===== src/rtl/uart_rx_fifo.sv =====
`default_nettype none
`timescale 1ns/1ps
// ============================================================================
// Module      : uart_rx_fifo
// Description : 8N1 UART receiver with mid-bit sampling, framing-error and
//               break handling, feeding a show-ahead received-byte FIFO.
// Revision    : 1.0 - initial release
// ============================================================================
module uart_rx_fifo #(
    parameter int CLKS_PER_BIT = 174,
    parameter int FIFO_DEPTH   = 8
) (
    input  logic       clk,
    input  logic       reset,
    input  logic       rx,
    input  logic       rd_en,
    output logic [7:0] data,
    output logic       empty,
    output logic       full,
    output logic       frame_err,
    output logic       overrun
);

    localparam int c_CNT_W = (CLKS_PER_BIT > 1) ? $clog2(CLKS_PER_BIT) : 1;
    localparam int c_PTR_W = (FIFO_DEPTH > 1) ? $clog2(FIFO_DEPTH) : 1;

    // Counter counts down to zero; a sample is taken on the cycle it reads zero,
    // so loading N-1 places the sample N cycles after the load.
    localparam logic [c_CNT_W-1:0] c_HALF_LOAD = c_CNT_W'((CLKS_PER_BIT / 2) - 1);
    localparam logic [c_CNT_W-1:0] c_BIT_LOAD  = c_CNT_W'(CLKS_PER_BIT - 1);
    localparam logic [c_PTR_W:0]   c_DEPTH     = (c_PTR_W + 1)'(FIFO_DEPTH);

    typedef enum logic [2:0] {
        S_IDLE  = 3'd0,
        S_START = 3'd1,
        S_DATA  = 3'd2,
        S_STOP  = 3'd3,
        S_BREAK = 3'd4
    } state_t;

    logic               r_rx_meta;
    logic               r_rx_s;
    state_t             r_state;
    state_t             w_state_nxt;
    logic [c_CNT_W-1:0] r_cnt;
    logic [c_CNT_W-1:0] w_cnt_nxt;
    logic [2:0]         r_bit_idx;
    logic [2:0]         w_bit_idx_nxt;
    logic [7:0]         r_shift;
    logic [7:0]         w_shift_nxt;
    logic               r_push;
    logic               w_push_nxt;
    logic               r_frame_err;
    logic               w_frame_err_nxt;
    logic               w_tick;

    logic [7:0]         r_mem [FIFO_DEPTH];
    logic [c_PTR_W-1:0] r_wr_ptr;
    logic [c_PTR_W-1:0] r_rd_ptr;
    logic [c_PTR_W:0]   r_count;
    logic               r_overrun;
    logic               w_do_pop;
    logic               w_do_push;
    logic               w_drop;

    // Two-flop synchronizer; resets to the idle (high) line level.
    always_ff @(posedge clk or posedge reset) begin
        if (reset) begin
            r_rx_meta <= 1'b1;
            r_rx_s    <= 1'b1;
        end else begin
            r_rx_meta <= rx;
            r_rx_s    <= r_rx_meta;
        end
    end

    // Receiver FSM state, bit timer, bit index, shift register and event flags.
    always_ff @(posedge clk or posedge reset) begin
        if (reset) begin
            r_state     <= S_IDLE;
            r_cnt       <= '0;
            r_bit_idx   <= '0;
            r_shift     <= '0;
            r_push      <= 1'b0;
            r_frame_err <= 1'b0;
        end else begin
            r_state     <= w_state_nxt;
            r_cnt       <= w_cnt_nxt;
            r_bit_idx   <= w_bit_idx_nxt;
            r_shift     <= w_shift_nxt;
            r_push      <= w_push_nxt;
            r_frame_err <= w_frame_err_nxt;
        end
    end

    assign w_tick = (r_cnt == '0);

    // Next-state logic: sample at mid-bit, shift LSB first, validate stop bit.
    always_comb begin
        w_state_nxt     = r_state;
        w_cnt_nxt       = r_cnt;
        w_bit_idx_nxt   = r_bit_idx;
        w_shift_nxt     = r_shift;
        w_push_nxt      = 1'b0;
        w_frame_err_nxt = 1'b0;
        case (r_state)
            S_IDLE: begin
                w_cnt_nxt = '0;
                if (!r_rx_s) begin
                    w_state_nxt = S_START;
                    w_cnt_nxt   = c_HALF_LOAD;
                end
            end
            S_START: begin
                if (w_tick) begin
                    if (!r_rx_s) begin
                        w_state_nxt   = S_DATA;
                        w_cnt_nxt     = c_BIT_LOAD;
                        w_bit_idx_nxt = '0;
                    end else begin
                        // Start bit did not persist to mid-bit: treat as glitch.
                        w_state_nxt = S_IDLE;
                    end
                end else begin
                    w_cnt_nxt = r_cnt - c_CNT_W'(1);
                end
            end
            S_DATA: begin
                if (w_tick) begin
                    w_shift_nxt = {r_rx_s, r_shift[7:1]};
                    w_cnt_nxt   = c_BIT_LOAD;
                    if (r_bit_idx == 3'd7) begin
                        w_state_nxt = S_STOP;
                    end else begin
                        w_bit_idx_nxt = r_bit_idx + 3'd1;
                    end
                end else begin
                    w_cnt_nxt = r_cnt - c_CNT_W'(1);
                end
            end
            S_STOP: begin
                if (w_tick) begin
                    w_cnt_nxt = '0;
                    if (r_rx_s) begin
                        w_push_nxt  = 1'b1;
                        w_state_nxt = S_IDLE;
                    end else begin
                        w_frame_err_nxt = 1'b1;
                        w_state_nxt     = S_BREAK;
                    end
                end else begin
                    w_cnt_nxt = r_cnt - c_CNT_W'(1);
                end
            end
            S_BREAK: begin
                // Wait out a held-low line so it cannot be re-read as new frames.
                w_cnt_nxt = '0;
                if (r_rx_s) begin
                    w_state_nxt = S_IDLE;
                end
            end
            default: begin
                w_state_nxt = S_IDLE;
                w_cnt_nxt   = '0;
            end
        endcase
    end

    // A pop frees a slot in the same cycle, so push-while-full with pop succeeds.
    assign w_do_pop  = rd_en && !empty;
    assign w_do_push = r_push && (!full || w_do_pop);
    assign w_drop    = r_push && full && !w_do_pop;

    // Storage array; contents are only meaningful behind the pointers.
    always_ff @(posedge clk) begin
        if (w_do_push) begin
            r_mem[r_wr_ptr] <= r_shift;
        end
    end

    // FIFO pointers, occupancy and overrun pulse.
    always_ff @(posedge clk or posedge reset) begin
        if (reset) begin
            r_wr_ptr  <= '0;
            r_rd_ptr  <= '0;
            r_count   <= '0;
            r_overrun <= 1'b0;
        end else begin
            r_overrun <= w_drop;
            if (w_do_push) begin
                r_wr_ptr <= r_wr_ptr + c_PTR_W'(1);
            end
            if (w_do_pop) begin
                r_rd_ptr <= r_rd_ptr + c_PTR_W'(1);
            end
            if (w_do_push && !w_do_pop) begin
                r_count <= r_count + (c_PTR_W + 1)'(1);
            end else if (!w_do_push && w_do_pop) begin
                r_count <= r_count - (c_PTR_W + 1)'(1);
            end
        end
    end

    // Head byte is forced to zero while empty so reset shows 8'h00 immediately.
    assign empty     = (r_count == '0);
    assign full      = (r_count == c_DEPTH);
    assign data      = empty ? 8'h00 : r_mem[r_rd_ptr];
    assign frame_err = r_frame_err;
    assign overrun   = r_overrun;

endmodule
`default_nettype wire

===== config.mk =====
export PLATFORM = sky130hd
export DESIGN_NAME = uart_rx_fifo
export DESIGN_NICKNAME = d
export VERILOG_FILES = /design/src/rtl/uart_rx_fifo.sv
export SDC_FILE = /design/constraint.sdc
export NUM_CORES = 1
export LEC_CHECK = 0
export BUFFER_PORTS_ARGS = -buffer_cell sky130_fd_sc_hd__buf_4
export CORE_ASPECT_RATIO = 0.8
export CORE_MARGIN = 8
export CORE_UTILIZATION = 45
export DETAILED_ROUTE_END_ITERATION = 10
export PLACE_DENSITY_LB_ADDON = 0.05
export SETUP_SLACK_MARGIN = 0.05
export SKIP_CTS_REPAIR_TIMING = 1
export SLEW_MARGIN = 20
export SYNTH_ARGS = -nofsm -noshare
export SYNTH_HDL_FRONTEND = slang
export SYNTH_SLANG_ARGS = --single-unit

===== constraint.sdc =====
create_clock -name clk -period 2.88 [get_ports clk]
set_input_delay 0 -clock clk [delete_from_list [all_inputs] [get_ports clk]]
set_output_delay 0 -clock clk [all_outputs]
set_load 0.02 [all_outputs]

==> impl_metrics.ini <==
[grt]
gr-total-overflow = 0
grt_pass1_vias = 2405
grt_usage = 0.131
grt_pass1_wl_mm = 13.2
grt_antenna_before_repair = 0
grt_max_degree = 38

[sta]
layout_min_cycle_time_ps = 2660
max_clock_freq_mhz = 377
tns_ps = 0
timing.final.crit_share = 0.922
hold_violations = 0
finalSetupViolations = 0
slew_headroom = 0.413
rsz0062_at_grt = false
skew_ps = 6.28
slew_violations = 0
tightest_slew_ps = 878

[yosys]
synth_top_area_cell = edfxtp_1
synthTopCellsByArea = edfxtp_1 (44%), dfrtp_1 (20%), mux4_2 (8.3%)
synthArstFlopShare = 0.366
syn_nets = 292
yosys_register_bits = 101
synthesis.area_sq_um = 4360
synth-edff-count = 64
synth_cells = 278
seq_area_frac_synth = 0.654
synth-main-ff-cell = edfxtp_1
avgSynthCellArea_sq_um = 15.7
synth_top_area_share = 0.441
ys_warn_count = 0
synth.distinct_cells = 54

[setup_path]
path_cells = or4_1, nand2_1, ha_1, inv_2, ha_1, or4_1, nand3_1, o221ai_1
path_buf_inv = 1
crit_slowest_cell = or4_1
cp.depth = 8
r2r_cells = 8
crit_end = r_count[3]$_DFFE_PP0P_
cp_max_fo = 6
end_kind = register
slowest_delay_ps = 580
worstPathRequired_ps = 3090
r2r_slack_ps = 220
r2r-end = r_count[3]$_DFFE_PP0P_
critPathLaunch = r_count[0]$_DFFE_PP0P_
path_delay_family = simple AND/OR/NAND/NOR gates
worstPathArrival_ps = 2870
r2r_start = r_count[0]$_DFFE_PP0P_
startpoint_type = register
crit_type = reg2reg

[clock_tree]
numCtsBuffers = 9
cts_max_level = 3
cts.clk_slew.worst_paths_ps = 70
cts.path.max_buffers = 2
clock_sinks = 101
cts-root-buf = clkbuf_16
cts_tree = built
clk_latency_ps = 340

[routing]
routed_wirelength_mm = 8.06
wl_per_cell_um = 18.7
drt_first_pass_iters = 4
dr.first_iter.drc_count = 187
vias = 2443
vias_per_cell = 5.68
antenna_left = 0
drc = 0

[power]
leakage_uw = 0.00203
vdd_drop_max_mv = 0.301
power.density_nw_per_um2 = 547

[floorplan]
die_area_sq_um = 13100
rows = 32
io_pins = 16
core-area_sq_um = 9530
die_w_um = 126
start_util = 0.457
chipHeight_um = 104

[layout]
fillerInstances = 800
fin_nets = 320
n_antenna_cell = 0
synthToLayoutAreaGrowth_pct = 14.6
drive_gt1_frac = 0.270
final_cell_area_sq_um = 4990

[place]
portBuffers = 15
dpl.hpwl_mm = 5.11
place_area_sq_um = 4670
gp_congestion = 0.801

[flow_run]
cap_violations = 0

[worst_hold_path]
hold_path.class = in2reg

[run_status]
outcome = finished clean
-- synthesized netlist by cell type (2+ instances only) --
master / count
edfxtp_1: 64
dfrtp_1: 35
mux4_2: 16
inv_1: 15
clkbuf_1: 11
mux2_2: 11
nor2_1: 10
ha_1: 9
a22o_1: 8
o21ai_0: 8
xnor2_1: 7
nand2_1: 6
nor3_1: 6
nor3b_1: 5
a21oi_1: 4
nand4_1: 4
or3_1: 4
nand2b_1: 3
nor4_1: 3
o211ai_1: 3
o31ai_1: 3
or4_1: 3
a221oi_1: 2
a31oi_1: 2
buf_2: 2
dfstp_2: 2
nand3_1: 2
nand3b_1: 2
o32ai_1: 2
or4_4: 2
-- cell usage in the layout (no fill, tap or decap), types with 3 or more instances in the layout --
master         count
edfxtp_1          64
dfrtp_1           35
buf_4             28
mux4_2            16
inv_1             14
mux2_2            11
nor2_1            10
ha_1               9
clkbuf_16          9
o21ai_0            8
a22o_1             8
xnor2_1            7
nand2_1            6
nor3_1             6
nor3b_1            5
nand4_1            4
or3_1              4
a21oi_1            4
or4_1              3
o31ai_1            3
o211ai_1           3
nand2b_1           3
dlygate4sd3_1      3
-- registers in the layout, indices dropped and copies added (netlist names) --
name,count
r_mem,64
r_cnt,8
r_shift,8
r_count,4
r_bit_idx,3
r_rd_ptr,3
r_state,3
r_wr_ptr,3
frame_err,1
overrun,1
r_push,1
r_rx_meta,1
r_rx_s,1
-- worst min-delay path by stage --
stage / startpoint / to / slack, ps / cells after the start
2_1_floorplan: rx / r_rx_meta$_DFF_PP1_ / 4 / 0
3_3_place_gp: rx / r_rx_meta$_DFF_PP1_ / 110 / 1
3_5_place_dp: rx / r_rx_meta$_DFF_PP1_ / 110 / 1
4_1_cts: rx / r_rx_meta$_DFF_PP1_ / -250 / 1
5_1_grt: rx / r_rx_meta$_DFF_PP1_ / 290 / 2
6_report: rx / r_rx_meta$_DFF_PP1_ / 310 / 2
-- through the flow --
stage / util / hold slack (ps) / setup slack (ps) / std cells / total power (uW)
after floorplan: - / 4.48 / 77.8 / 278 / 1570
after global placement: 0.490 / 110 / 166 / 411 / 1580
after detailed placement: 0.490 / 109 / 94.3 / 411 / 1580
final: 0.524 / 313 / 224 / 430 / 2730
after CTS: 0.521 / -251 / 85.2 / 427 / 2770
after global routing: 0.524 / 291 / 56.3 / 430 / 2830
-- layer usage --
layer | track usage | wire length (um) | part of all wire | up-vias
met5 | 0 | 0 | 0 | -
li1 | - | - | - | 1144
met1 | 0.183 | 3890 | 0.48 | 1247
met3 | 0.0420 | 476 | 0.059 | 8
met2 | 0.190 | 3620 | 0.45 | 44
met4 | 0.0437 | 69 | 0.0086 | 0
-- report_power, final --
group          total [uW]  internal [uW]  switching (uW)
Combinational        22.4           7.54            14.8
Sequential           1530           1530            2.38
Clock                1180            667             512
Total                2730           2200             529
-- cell type report --
cell class                      instances  area, sq um  share of cell area
Clock buffer                            9          225              0.0451
Timing Repair Buffer                   31          240              0.0481
Inverter                               15         56.3              0.0113
Tap cell                              119          149              0.0298
Multi-Input combinational cell        148         1410               0.282
Clock inverter                          7         66.3              0.0133
Sequential cell                       101         2850               0.571
-- cells by family (layout without fill, tap and decap cells) --
kind of cell,Yosys count,count (layout),share of synthesized area
xor+xnor,8,8,0.0161
fa+ha+maj,10,10,0.0304
flops,101,101,0.654
simple gates,58,58,0.0838
buf+inv,29,62,0.0273
compound gates,44,44,0.0752
mux,28,28,0.113
No activity file was read; power rests on OpenSTA's default activity.
